[src/rtl/ppu_palette_out_if.sv]
// Purpose : bundles the per-dot pixel stream, the CPU palette port and the
//           frame-buffer write port of the PPU palette/output stage.
// Ports   : no clock or reset here; those stay scalar ports on the module.
//   Pixel stream : pixel, x_idx, scanline, render_en, grayscale (to stage)
//   CPU port     : pal_we, pal_addr, pal_wdata (to stage), pal_rdata (from stage)
//   FB port      : fb_we, fb_addr, fb_data, frame_done (from stage)
//   modport slave  : the palette stage itself
//   modport master : whoever drives dots and CPU accesses and sinks fb writes
interface ppu_palette_out_if;
  // pixel stream from the render/priority stage
  logic [4:0]  pixel;
  logic [9:0]  x_idx;
  logic [9:0]  scanline;
  logic        render_en;
  logic        grayscale;

  // CPU ($2007) palette port
  logic        pal_we;
  logic [4:0]  pal_addr;
  logic [7:0]  pal_wdata;
  logic [7:0]  pal_rdata;

  // frame-buffer write port
  logic        fb_we;
  logic [15:0] fb_addr;
  logic [5:0]  fb_data;
  logic        frame_done;

  modport slave (
    input  pixel, x_idx, scanline, render_en, grayscale,
    input  pal_we, pal_addr, pal_wdata,
    output pal_rdata,
    output fb_we, fb_addr, fb_data, frame_done
  );

  modport master (
    output pixel, x_idx, scanline, render_en, grayscale,
    output pal_we, pal_addr, pal_wdata,
    input  pal_rdata,
    input  fb_we, fb_addr, fb_data, frame_done
  );
endinterface

[src/rtl/ppu_palette_out.sv]
// Purpose : resolves the per-dot 5-bit palette address through the 32-entry
//           palette RAM, applies grayscale/render-enable, writes visible dots
//           to the frame buffer; also hosts the CPU palette read/write port.
// Latency : dot at cycle t -> fb_* at t+2; CPU read data 1 cycle after address.
// Backpressure: none; the frame-buffer sink must take one write per cycle.
// Ports:
//   i_clk    - system clock
//   i_reset  - synchronous active-high reset
//   bus      - ppu_palette_out_if.slave (pixel stream, CPU port, FB port)
module ppu_palette_out #(
  parameter int          H_VISIBLE = 256,
  parameter int          V_VISIBLE = 240,
  parameter logic [15:0] FB_BASE   = 16'h0000
) (
  input  logic              i_clk,
  input  logic              i_reset,
  ppu_palette_out_if.slave  bus
);

  localparam logic [9:0] LP_H      = 10'(H_VISIBLE);
  localparam logic [9:0] LP_V      = 10'(V_VISIBLE);
  localparam logic [9:0] LP_H_LAST = 10'(H_VISIBLE - 1);
  localparam logic [9:0] LP_V_LAST = 10'(V_VISIBLE - 1);

  // $10/$14/$18/$1C share storage with $00/$04/$08/$0C.
  function automatic logic [4:0] f_mirror(input logic [4:0] a);
    if (a[4] && (a[1:0] == 2'b00)) begin
      return {1'b0, a[3:0]};
    end
    return a;
  endfunction

  // ------------------------------------------------------------------
  // Palette storage
  // ------------------------------------------------------------------
  logic [5:0] r_pal [32];

  logic [4:0] w_cpu_idx;
  assign w_cpu_idx = f_mirror(bus.pal_addr);

  // Only six colour bits are stored; the top two bits of write data are dropped.
  logic w_unused_wdata;
  assign w_unused_wdata = ^bus.pal_wdata[7:6];

  // Reads below sample r_pal before this edge's update, so a same-cycle
  // write never disturbs a lookup and is itself never lost.
  always_ff @(posedge i_clk) begin
    if (i_reset) begin
      for (int i = 0; i < 32; i++) begin
        r_pal[i] <= 6'h00;
      end
    end else if (bus.pal_we) begin
      r_pal[w_cpu_idx] <= bus.pal_wdata[5:0];
    end
  end

  // CPU read: registered every cycle, old data on read-during-write.
  logic [7:0] r_pal_rdata;

  always_ff @(posedge i_clk) begin
    if (i_reset) begin
      r_pal_rdata <= 8'h00;
    end else begin
      r_pal_rdata <= {2'b00, r_pal[w_cpu_idx]};
    end
  end

  assign bus.pal_rdata = r_pal_rdata;

  // ------------------------------------------------------------------
  // S0: qualify the dot, pick the lookup index, form the fb address
  // ------------------------------------------------------------------
  logic        w_s0_vld;
  logic        w_s0_last;
  logic        w_s0_vblank;
  logic [4:0]  w_s0_idx;
  logic [15:0] w_s0_addr;

  assign w_s0_vld    = (bus.x_idx < LP_H) && (bus.scanline < LP_V);
  assign w_s0_last   = (bus.x_idx == LP_H_LAST) && (bus.scanline == LP_V_LAST);
  assign w_s0_vblank = (bus.scanline >= LP_V);

  // Colour 0 of every sub-palette shows the universal backdrop, and with
  // rendering disabled the whole screen is backdrop.
  always_comb begin
    w_s0_idx = 5'd0;
    if (bus.render_en && (bus.pixel[1:0] != 2'b00)) begin
      w_s0_idx = f_mirror(bus.pixel);
    end
  end

  // Row pitch is 256 regardless of H_VISIBLE, so the address is a concat.
  assign w_s0_addr = {bus.scanline[7:0], bus.x_idx[7:0]} + FB_BASE;

  // ------------------------------------------------------------------
  // S1: palette entry read, dot attributes carried alongside
  // ------------------------------------------------------------------
  logic        r_s1_vld;
  logic        r_s1_last;
  logic        r_s1_gray;
  logic [5:0]  r_s1_entry;
  logic [15:0] r_s1_addr;

  always_ff @(posedge i_clk) begin
    if (i_reset) begin
      r_s1_vld   <= 1'b0;
      r_s1_last  <= 1'b0;
      r_s1_gray  <= 1'b0;
      r_s1_entry <= 6'h00;
      r_s1_addr  <= FB_BASE;
    end else begin
      r_s1_vld   <= w_s0_vld;
      r_s1_last  <= w_s0_last;
      r_s1_gray  <= bus.grayscale;
      r_s1_entry <= r_pal[w_s0_idx];
      r_s1_addr  <= w_s0_addr;
    end
  end

  // ------------------------------------------------------------------
  // frame_done arming
  // ------------------------------------------------------------------
  // Armed out of reset. Firing disarms it; any dot below the visible area
  // re-arms it, so a repeated last dot within one frame cannot pulse twice.
  // The re-arm is listed last: a vblank dot in S0 is newer than the last
  // dot in S1 and must win.
  logic r_armed;
  logic w_fire;

  assign w_fire = r_s1_vld && r_s1_last && r_armed;

  always_ff @(posedge i_clk) begin
    if (i_reset) begin
      r_armed <= 1'b1;
    end else begin
      if (w_fire) begin
        r_armed <= 1'b0;
      end
      if (w_s0_vblank) begin
        r_armed <= 1'b1;
      end
    end
  end

  // ------------------------------------------------------------------
  // S2: grayscale and registered frame-buffer write
  // ------------------------------------------------------------------
  logic        r_fb_we;
  logic [15:0] r_fb_addr;
  logic [5:0]  r_fb_data;
  logic        r_frame_done;
  logic [5:0]  w_s1_colour;

  // Grayscale keeps only the luma row of the NES colour grid.
  assign w_s1_colour = r_s1_gray ? (r_s1_entry & 6'h30) : r_s1_entry;

  always_ff @(posedge i_clk) begin
    if (i_reset) begin
      r_fb_we      <= 1'b0;
      r_fb_addr    <= FB_BASE;
      r_fb_data    <= 6'h00;
      r_frame_done <= 1'b0;
    end else begin
      r_fb_we      <= r_s1_vld;
      r_fb_addr    <= r_s1_addr;
      r_fb_data    <= w_s1_colour;
      r_frame_done <= w_fire;
    end
  end

  assign bus.fb_we      = r_fb_we;
  assign bus.fb_addr    = r_fb_addr;
  assign bus.fb_data    = r_fb_data;
  assign bus.frame_done = r_frame_done;

endmodule
[src/flat_wrapper.sv]
// flat-port wrapper written by rule: the top's interface ports become plain ports
module ppu_palette_out_flat 
#(
  parameter int          H_VISIBLE = 256,
  parameter int          V_VISIBLE = 240,
  parameter logic [15:0] FB_BASE   = 16'h0000
)
  (i_clk, i_reset, bus_pixel, bus_x_idx, bus_scanline, bus_render_en, bus_grayscale, bus_pal_we, bus_pal_addr, bus_pal_wdata, bus_pal_rdata, bus_fb_we, bus_fb_addr, bus_fb_data, bus_frame_done);
  ppu_palette_out_if bus_i ();
  input  logic i_clk;
  input  logic i_reset;
  input wire logic [$bits(bus_i.pixel)-1:0] bus_pixel;
  input wire logic [$bits(bus_i.x_idx)-1:0] bus_x_idx;
  input wire logic [$bits(bus_i.scanline)-1:0] bus_scanline;
  input wire logic [$bits(bus_i.render_en)-1:0] bus_render_en;
  input wire logic [$bits(bus_i.grayscale)-1:0] bus_grayscale;
  input wire logic [$bits(bus_i.pal_we)-1:0] bus_pal_we;
  input wire logic [$bits(bus_i.pal_addr)-1:0] bus_pal_addr;
  input wire logic [$bits(bus_i.pal_wdata)-1:0] bus_pal_wdata;
  output wire logic [$bits(bus_i.pal_rdata)-1:0] bus_pal_rdata;
  output wire logic [$bits(bus_i.fb_we)-1:0] bus_fb_we;
  output wire logic [$bits(bus_i.fb_addr)-1:0] bus_fb_addr;
  output wire logic [$bits(bus_i.fb_data)-1:0] bus_fb_data;
  output wire logic [$bits(bus_i.frame_done)-1:0] bus_frame_done;
  assign bus_i.pixel = bus_pixel;
  assign bus_i.x_idx = bus_x_idx;
  assign bus_i.scanline = bus_scanline;
  assign bus_i.render_en = bus_render_en;
  assign bus_i.grayscale = bus_grayscale;
  assign bus_i.pal_we = bus_pal_we;
  assign bus_i.pal_addr = bus_pal_addr;
  assign bus_i.pal_wdata = bus_pal_wdata;
  assign bus_pal_rdata = bus_i.pal_rdata;
  assign bus_fb_we = bus_i.fb_we;
  assign bus_fb_addr = bus_i.fb_addr;
  assign bus_fb_data = bus_i.fb_data;
  assign bus_frame_done = bus_i.frame_done;
  ppu_palette_out #(.H_VISIBLE(H_VISIBLE), .V_VISIBLE(V_VISIBLE), .FB_BASE(FB_BASE)) u_core (.i_clk(i_clk), .i_reset(i_reset), .bus(bus_i));
endmodule
[config.mk]
export PLATFORM = sky130hd
export DESIGN_NAME = ppu_palette_out_flat
export DESIGN_NICKNAME = d
export VERILOG_FILES = /design/src/rtl/ppu_palette_out_if.sv /design/src/rtl/ppu_palette_out.sv /design/src/flat_wrapper.sv
export SDC_FILE = /design/constraint.sdc
export NUM_CORES = 1
export LEC_CHECK = 0
export BUFFER_PORTS_ARGS = -buffer_cell sky130_fd_sc_hd__buf_4
export CORE_MARGIN = 5
export CORE_UTILIZATION = 55
export CTS_CLUSTER_DIAMETER = 100
export CTS_CLUSTER_SIZE = 10
export DETAILED_ROUTE_END_ITERATION = 10
export PLACE_DENSITY_LB_ADDON = 0.08
export SYNTH_ARGS = -nofsm -noshare
export SYNTH_HDL_FRONTEND = slang
export SYNTH_SLANG_ARGS = --single-unit
[constraint.sdc]
create_clock -name i_clk -period 2.05 [get_ports i_clk]
set_input_delay 0.41 -clock i_clk [delete_from_list [all_inputs] [get_ports i_clk]]
set_output_delay 0.41 -clock i_clk [all_outputs]
set_load 0.02 [all_outputs]
==> metrics <==
final instance area 0.0135 mm2; DIE AREA 0.0236 mm2; EDFF count, synth 173; clk sink count 229; Critical Path Start Type register; hold buffers post-CTS 0; Adder-Cell Fraction of Synth Area 0%; FMAX 549 MHz; XOR/XNOR Fraction of Synth Area 0%; Max VDD drop 629 uV; global-route usage over all layers 26.0%; row count 52; Die H 154 um; grt ovf 0; Synth Register Bits 229; main combinational cell family by area after synthesis simple AND/OR/NAND/NOR gates; WP data arrival 2230 ps; vias in the first global route 8,146; Post-synth ARST share 0%; WP data required 2460 ps; fin crit share 88.9%; IO Pins 75; fin. max-slew vios 0; Ys Warns 0; hpwl dp 21.4 mm; total power 0.0108 W; post-synthesis instance total 936; pwr dens 802 mW/mm2; Resize count post-CTS 0; Core Region 0.0202 mm2; status complete, no violations; Starting Density 56.0%; mux cell area share after synthesis 11.4%; Worst Skew 11.5 ps; Leak 5.10 nW; Compound-Gate Fraction of Synth Area 10.3%; Primary FF master, synth edfxtp_1; Post-synth top cells and2_1, edfxtp_1, nor2b_1; share of the synthesized area in the top cell type 45.9%; buffers from clock root to sink, at most 3; share of layout cells above drive strength 1 23.6%; critical path type reg2reg; residual DRC count 0; drt total wl 30.9 mm; Post-Synth Simple-Gate Area 19.4%; Max-cap violations 0; Max Fanout on Critical Path 2; Root Driver clkbuf_16; H-tree Lvls 1; CTS tree built; Hold Path Class in2reg; hold_ws 70.8 ps; worst skew pair latency 540 ps; post-synthesis sequential area ratio 55.8%; routed len/inst 22.7 um; Post-CTS Setup Bufs 0; Area contributors post-synth edfxtp_1, dfxtp_1, and2_1, mux4_2, nor2b_1; final setup vio count 0; largest net degree at the start of global routing 85; final hold vios 0; Avg Inst Size Synth 12.1 um2; placed instance area 0.0127 mm2; most area-hungry cell type in the Yosys netlist edfxtp_1; Iteration-0 DRC Markers 879; average vias per placed instance 5.94; Nets 1,114; Die Span X 154 um; initial antenna violation count 2; clock-pin slew on the worst setup and hold paths 60 ps; RSZ-0062 raised after global routing no; Placer Congestion 0.934; area grow syn2layout 18.8%; Setup crit end kind register; synthesized area 0.0113 mm2; post-route ant nets 0; Num CTS Buffers 26; min Tclk post-route 1820 ps; vias post-DR 8,071; Port Buffers 70; drt first pass iters 6; first-pass GRT wire length 47.4 mm; synth unique cells 58
## layer usage
| layer | up-vias | wire length, um | track usage (%) | share of wire [%] |
|---|---|---|---|---|
| met5 | - | 34 | 0 | 0.11 |
| met4 | 4 | 1050 | 8.66 | 3.4 |
| met3 | 83 | 2720 | 5.90 | 8.8 |
| met2 | 381 | 14000 | 40.9 | 45 |
| met1 | 3894 | 13100 | 36.0 | 42 |
| li1 | 3709 | - | - | - |
## through the flow
| step | setup TNS (ps) | utilization (%) | instances | setup slack, ps |
|---|---|---|---|---|
| final | 0 | 66.5 | 1358 | 227 |
| after global routing | 0 | 66.5 | 1357 | 203 |
| after CTS | 0 | 66.5 | 1357 | 224 |
| after detailed placement | -2490 | 62.9 | 1313 | -102 |
| after global placement | -1700 | 62.9 | 1313 | -78.5 |
| after floorplan | 0 | - | 942 | 98.1 |
## placed cells by master (no fill, tap or decap), types with 5 or more instances in the layout
cell type,instances
o2bb2ai_1,8
or2_1,16
clkbuf_16,26
o21ai_1,7
edfxtp_1,173
buf_4,162
o221ai_1,10
and2_1,173
buf_12,8
nand2_1,19
a31oi_1,7
nor2b_1,63
mux2_1,29
a221oi_1,12
a22oi_1,17
o21ai_0,19
dfxtp_1,56
nand2b_1,5
nor3b_1,7
nor4_1,8
and3_1,7
mux4_2,24
mux2_2,10
or2_2,13
conb_1,7
nor2_1,38
a21oi_1,44
mux2i_1,31
clkbuf_1,17
a22o_1,10
a211oi_1,17
## worst paths after layout
kind                             start                       to  slack [ps]  cells after the start
setup reg to reg    u_core.r_pal[2][1]  u_core.bus.pal_rdata[1]         230                      4
hold reg to reg   u_core.r_s1_entry[4]    u_core.bus.fb_data[4]         430                      1
setup / recovery    u_core.r_pal[2][1]  u_core.bus.pal_rdata[1]         230                      4
hold / removal         bus_scanline[9]           u_core.r_armed          70                      2
## worst max-delay path: stages (launching register included)
cell and delay [ps]:
edfxtp_1 430, mux4_2 530, and3_1 210, nor4_1 410, a21oi_1 120
## kinds of logic after synthesis
logic type,Yosys count
simple gates,370
flops,229
compound gates,170
mux,94
buf+inv,72
other cells,1
## flip-flops by register name, indices dropped and copies added (netlist names)
register	cells
u_core.bus.fb_data	6
u_core.r_armed	1
u_core.r_s1_last	1
u_core.r_pal	173
u_core.r_s1_entry	6
u_core.r_s1_vld	1
u_core.r_s1_addr	16
u_core.bus.frame_done	1
u_core.r_s1_gray	1
u_core.bus.fb_addr	16
u_core.bus.pal_rdata	6
u_core.bus.fb_we	1
## report_power, final
| part | switching [W] | internal [W] | leakage, nW |
|---|---|---|---|
| logic | 0.000710 | 0.000554 | 2.65 |
| registers | 0.000149 | 0.00524 | 2.11 |
| clock network | 0.00178 | 0.00235 | 0.347 |
| total | 0.00264 | 0.00815 | 5.10 |
## final cells by class
type	instances	area [um2]
clock buffers	43	714
fillers	1512	6780
repair buffers	170	1380
inverters	3	11.3
well taps	270	338
flip-flops and latches	229	6320
diodes	1	2.50
multi-input cells	641	4680
clock inverters	1	16.3
Note: power is estimated with default switching activity, not from simulation.
